===== src/rtl/cmb_sched_pkg.sv =====
`default_nettype none
// ============================================================================
// Module   : cmb_sched_pkg
// Purpose  : Shared types and constants for the evaluator scheduler.
// Revision : 1.0 - initial release
// ============================================================================
package cmb_sched_pkg;

    typedef enum logic [1:0] {
        IDLE = 2'd0,
        WAIT = 2'd1,
        RESP = 2'd2
    } state_t;

    localparam int DATA_W = 16;
    localparam int RES_W  = 4;

    // Width needed to hold the latency countdown value EVAL_LAT.
    function automatic int cnt_width(input int eval_lat);
        return (eval_lat < 1) ? 1 : $clog2(eval_lat + 1);
    endfunction

endpackage
`default_nettype wire


===== src/rtl/cmb_rr_arb.sv =====
`default_nettype none
// ============================================================================
// Module   : cmb_rr_arb
// Purpose  : Combinational round-robin selector; search starts at ptr, wraps.
// Revision : 1.0 - initial release
// ============================================================================
module cmb_rr_arb #(
    parameter int NREQ  = 4,
    parameter int PTR_W = (NREQ > 1) ? $clog2(NREQ) : 1
) (
    input  logic [NREQ-1:0]  req,
    input  logic [PTR_W-1:0] ptr,
    output logic [NREQ-1:0]  gnt,
    output logic [PTR_W-1:0] gnt_idx
);

    logic w_found;
    int   w_idx;

    always_comb begin
        gnt     = '0;
        gnt_idx = '0;
        w_found = 1'b0;
        w_idx   = 0;
        for (int i = 0; i < NREQ; i++) begin
            w_idx = int'(ptr) + i;
            if (w_idx >= NREQ) begin
                w_idx = w_idx - NREQ;
            end
            if (!w_found && req[w_idx]) begin
                w_found    = 1'b1;
                gnt[w_idx] = 1'b1;
                gnt_idx    = PTR_W'(w_idx);
            end
        end
    end

endmodule
`default_nettype wire


===== src/rtl/cmb_sched.sv =====
`default_nettype none
// ============================================================================
// Module   : cmb_sched
// Purpose  : Shares one external evaluator between NREQ requesters, one
//            transaction at a time, with round-robin arbitration.
// Revision : 1.0 - initial release
// ============================================================================
module cmb_sched
    import cmb_sched_pkg::*;
#(
    parameter int NREQ     = 4,
    parameter int EVAL_LAT = 1
) (
    input  logic                   clk,
    input  logic                   rst_n,
    input  logic [NREQ-1:0]        req_valid,
    input  logic [NREQ*DATA_W-1:0] req_data,
    output logic [NREQ-1:0]        req_ready,
    output logic [NREQ-1:0]        rsp_valid,
    output logic [RES_W-1:0]       rsp_data,
    input  logic [NREQ-1:0]        rsp_ready,
    output logic [DATA_W-1:0]      eval_in,
    input  logic [RES_W-1:0]       eval_out,
    output logic                   busy
);

    localparam int c_PTR_W = $clog2(NREQ);
    localparam int c_CNT_W = cnt_width(EVAL_LAT);

    state_t               r_state;
    state_t               w_state_nxt;
    logic [c_PTR_W-1:0]   r_ptr;
    logic [c_PTR_W-1:0]   r_owner;
    logic [c_CNT_W-1:0]   r_cnt;
    logic [DATA_W-1:0]    r_eval_in;
    logic [RES_W-1:0]     r_result;

    logic [NREQ-1:0]      w_gnt;
    logic [c_PTR_W-1:0]   w_gnt_idx;
    logic                 w_accept;
    logic                 w_cnt_last;

    cmb_rr_arb #(
        .NREQ  (NREQ),
        .PTR_W (c_PTR_W)
    ) u_arb (
        .req     (req_valid),
        .ptr     (r_ptr),
        .gnt     (w_gnt),
        .gnt_idx (w_gnt_idx)
    );

    always_ff @(posedge clk or negedge rst_n) begin
        if (!rst_n) begin
            r_state <= IDLE;
        end else begin
            r_state <= w_state_nxt;
        end
    end

    // req_ready is gated by rst_n so it drops the instant reset asserts.
    always_comb begin
        w_state_nxt = r_state;
        w_accept    = 1'b0;
        w_cnt_last  = 1'b0;
        req_ready   = '0;
        rsp_valid   = '0;
        busy        = (r_state != IDLE);
        unique case (r_state)
            IDLE: begin
                if (rst_n && (|req_valid)) begin
                    req_ready   = w_gnt;
                    w_accept    = 1'b1;
                    w_state_nxt = WAIT;
                end
            end
            WAIT: begin
                if (r_cnt == c_CNT_W'(1)) begin
                    w_cnt_last  = 1'b1;
                    w_state_nxt = RESP;
                end
            end
            RESP: begin
                rsp_valid[r_owner] = 1'b1;
                if (rsp_ready[r_owner]) begin
                    w_state_nxt = IDLE;
                end
            end
            default: begin
                w_state_nxt = IDLE;
            end
        endcase
    end

    always_ff @(posedge clk or negedge rst_n) begin
        if (!rst_n) begin
            r_ptr     <= '0;
            r_owner   <= '0;
            r_cnt     <= '0;
            r_eval_in <= '0;
            r_result  <= '0;
        end else if (w_accept) begin
            r_eval_in <= req_data[w_gnt_idx*DATA_W +: DATA_W];
            r_owner   <= w_gnt_idx;
            r_cnt     <= c_CNT_W'(EVAL_LAT);
            r_ptr     <= (w_gnt_idx == c_PTR_W'(NREQ - 1)) ? '0
                                                           : w_gnt_idx + c_PTR_W'(1);
        end else if (r_state == WAIT) begin
            r_cnt <= r_cnt - c_CNT_W'(1);
            if (w_cnt_last) begin
                r_result <= eval_out;
            end
        end
    end

    assign eval_in  = r_eval_in;
    assign rsp_data = r_result;

endmodule
`default_nettype wire


===== config.mk =====
export PLATFORM = sky130hd
export DESIGN_NAME = cmb_sched
export DESIGN_NICKNAME = d
export VERILOG_FILES = /design/src/rtl/cmb_sched_pkg.sv /design/src/rtl/cmb_rr_arb.sv /design/src/rtl/cmb_sched.sv
export SDC_FILE = /design/constraint.sdc
export NUM_CORES = 1
export LEC_CHECK = 0
export CAP_MARGIN = 20
export CORE_UTILIZATION = 42
export CTS_CLUSTER_SIZE = 25
export DETAILED_ROUTE_END_ITERATION = 16
export GPL_TIMING_DRIVEN = 0
export PLACE_DENSITY = 0.82
export SLEW_MARGIN = 20
export SYNTH_ARGS = -nofsm -noshare
export SYNTH_HDL_FRONTEND = slang
export SYNTH_SLANG_ARGS = --single-unit

===== constraint.sdc =====
create_clock -name clk -period 4.3 [get_ports clk]
set_input_delay 0.645 -clock clk [delete_from_list [all_inputs] [get_ports clk]]
set_output_delay 0.645 -clock clk [all_outputs]
set_load 0.005 [all_outputs]

==> qor.txt <==
Skew final: 0.002103 ns
Clk sinks: 27
Status: finished, final reports clean
Vias post-DR: 2,474
TritonCTS Buffers: 3
# port buffers: 103
XOR/XNOR share of the synthesized area: 0.003846
CTS clock-pin slew for the worst setup and hold paths: 0.09 ns
Core area: 0.005172 mm2
Hold Crit Class: primary input to async pin
Syn Nets: 336
Final nets: 444
Cell taking the most area after synthesis: dfrtp_1
Drt initial violations: 100
Simple-gate area share of the yosys netlist: 0.2055
Area added between synthesis and finish: 51.04%
Arrival time of the worst setup path: 3.38 ns
Adder-Cell Fraction of Synth Area: 0.02747
Hold_buf cts: 0
Worst-Margin Slew: 0.8409 ns
Post-synth top area share: 0.2967
Vias in the first global route: 2,326
DRC violations left: 0
#FFs+latches synth: 27
Compound-Gate Fraction of Synth Area: 0.2604
Placement Rows: 26
Ratio of cells with drive above 1 in the final layout: 0.1278
I/O pin count: 107
Tot Pwr: 2227 uW
Post-route ant nets: 0
Final WS setup: 0.2735 ns
Commonest cells in the netlist: 65 x nand2_1, 27 x dfrtp_1, 26 x o221ai_1, 17 x and3_1, 16 x mux2i_1
Post-synthesis cell count: 253
Hold Vio Cnt, Final: 0
Ys Warns: 0
Post-synth cell types: 40
Post-CTS Setup Inserts: 0
GPL Wtd Cong: 0.8460
Max Cap Viol: 0
Mux contribution to synthesized area: 0.1418
Crit path required time: 3.65 ns
Hpwl dp: 5.265 mm
Via density: 5.753
Share of synthesized registers carrying an async set or reset: 1.000
Syn avg cell area: 9.001 um2
Clk buf depth: 2
Die width: 75.64 um
Post-synthesis sequential area ratio: 0.2967
Die height: 75.64 um
Fill cell count: 432
Initial antenna violation count: 0
Worst VDD drop: 0.3538 mV
Synth Cell Area: 0.002277 mm2
Main combinational cell family by area after synthesis: compound AO/OA/AOI/OAI gates
Pre-CTS WS: 0.4793 ns
Main synth FF type: dfrtp_1
Die area: 0.005721 mm2
Clk_lat worst skew: 0.27 ns
Startpoint Class: flip-flop
Ant diodes: 0
Final WL: 6.896 mm
Slowest CP cell: mux4_2
CTS tree: built
Worst-path cell chain: clkbuf_4, inv_1, ha_1, mux4_2, buf_6, nor2_1, a22o_1, a22oi_1, a21oi_1, clkdlybuf4s50_1
PD cells: 647.4 mW/mm2
FMAX: 248.4 MHz
Starting density of the core: 0.4403
Clock root cell: clkbuf_8
Crit-path max cell delay: 0.54 ns
Largest net degree at the start of global routing: 30
CP Capture Type: output pin
CP max FO: 10
Tmin final: 4.026 ns
Slew HR: 0.4385
Leakage: 0.001441 uW
First-pass GRT wire length: 10.72 mm
Post-synth EDFFs: 0
Kind of critical path: flip-flop to output pin
Slew Viols, Final: 0
Wire per inst: 16.04 um
Tot GR Track Use: 0.2454
CTS H-tree lvls: 1
Gr ovfl total: 0
# setup viols final: 0
Top post-synthesis cells by area: dfrtp_1 30%, nand2_1 11%, o221ai_1 10%, mux2i_1 7.0%, o221ai_2 5.3%
Most common cell in the synthesized netlist: nand2_1
1st-pass router iterations: 4
Post-route clock period utilization: 0.9364
RSZ-0062 raised after global routing: false
-- placed cells by master, fill, tap and decap left out, types with 6 or more instances in the layout --
cell type and count:
mux2_2 6, a21oi_1 7, o221ai_1 26, buf_2 8, dfrtp_1 26, nand2_1 65
mux2i_1 16, and3_1 17, nor2_1 9, o221ai_2 8, clkdlybuf4s50_1 102, clkbuf_1 6
-- timing repair --
action,CTS,global route
setup endpoints to repair,0,4
endpoints found under the hold margin,0,0
gates resized for setup,0,2
-- where the power goes --
group	total, uW	switching, uW	internal (uW)
combinational	1600	807	795
sequential	483	101	382
clock	142	75.7	66.4
-- per-stage QoR --
stage | TNS (ns) | util | instances | instance area, um2 | hold slack (ns)
CTS | 0 | 0.6642 | 430 | 3436 | 0.4050
floorplan | 0 | - | 253 | 2277 | 0.3494
global route | 0 | 0.6650 | 430 | 3440 | 0.4392
global placement | -0.1935 | 0.6565 | 426 | 3396 | 0.4710
finish | 0 | 0.6650 | 430 | 3440 | 0.3931
detailed placement | 0 | 0.6555 | 426 | 3391 | 0.4724
-- final timing paths --
path,start,end,slack (ns),cells past startpoint
max,r_ptr[0],req_ready[1],0.27,10
min,rst_n,r_state[1],0.39,1
max reg2reg,r_ptr[0],r_ptr[1],0.98,13
min reg2reg,eval_in[12],eval_in[12],0.50,2
max in group asynchronous,rst_n,r_ptr[0],3.45,1
min in group clk,eval_in[12],eval_in[12],0.50,2
-- cell type report --
type | instances | area, um2 | share of cell area
Buffer | 18 | 126.4 | 0.03674
Clock buffer | 4 | 45.04 | 0.01310
Inverter | 6 | 22.52 | 0.006548
Multi-Input combinational cell | 202 | 1455 | 0.4231
Tap cell | 70 | 87.58 | 0.02546
Sequential cell | 27 | 676.9 | 0.1968
Timing Repair Buffer | 103 | 1026 | 0.2983
-- state kept, by name (all words and copies together), names as in the netlist --
name,flops
eval_in,16
r_state,2
r_cnt,1
r_ptr,2
r_owner,2
rsp_data,4
-- critical path, delay by kind of cell, from the launching register on --
| family | cells | cell delay [ns] |
|---|---|---|
| muxes | 1 | 0.54 |
| adders and majority gates | 1 | 0.44 |
| buffers and inverters | 4 | 1.04 |
| DFF | 1 | 0.45 |
| and+or+nand+nor | 1 | 0.22 |
| AOI/OAI and AO/OA | 3 | 0.42 |
-- per-layer routing --
metal	global-route usage	vias to the layer above	share of wire
met4	0.04527	0	0.019
met3	0.04365	17	0.073
li1	-	1173	-
met2	0.4335	126	0.48
met5	0	-	0
met1	0.3171	1158	0.42
-- cells by family (layout without fill, tap and decap cells) --
family	after synthesis	in the layout
multiplexers	27	27
buffers and inverters	24	131
XOR/XNOR	1	1
AO/OA/AOI/OAI	66	66
AND/OR/NAND/NOR	103	103
adder cells (fa/ha/maj)	5	5
flip-flops	27	27
Power figures use the tool's default switching activity.
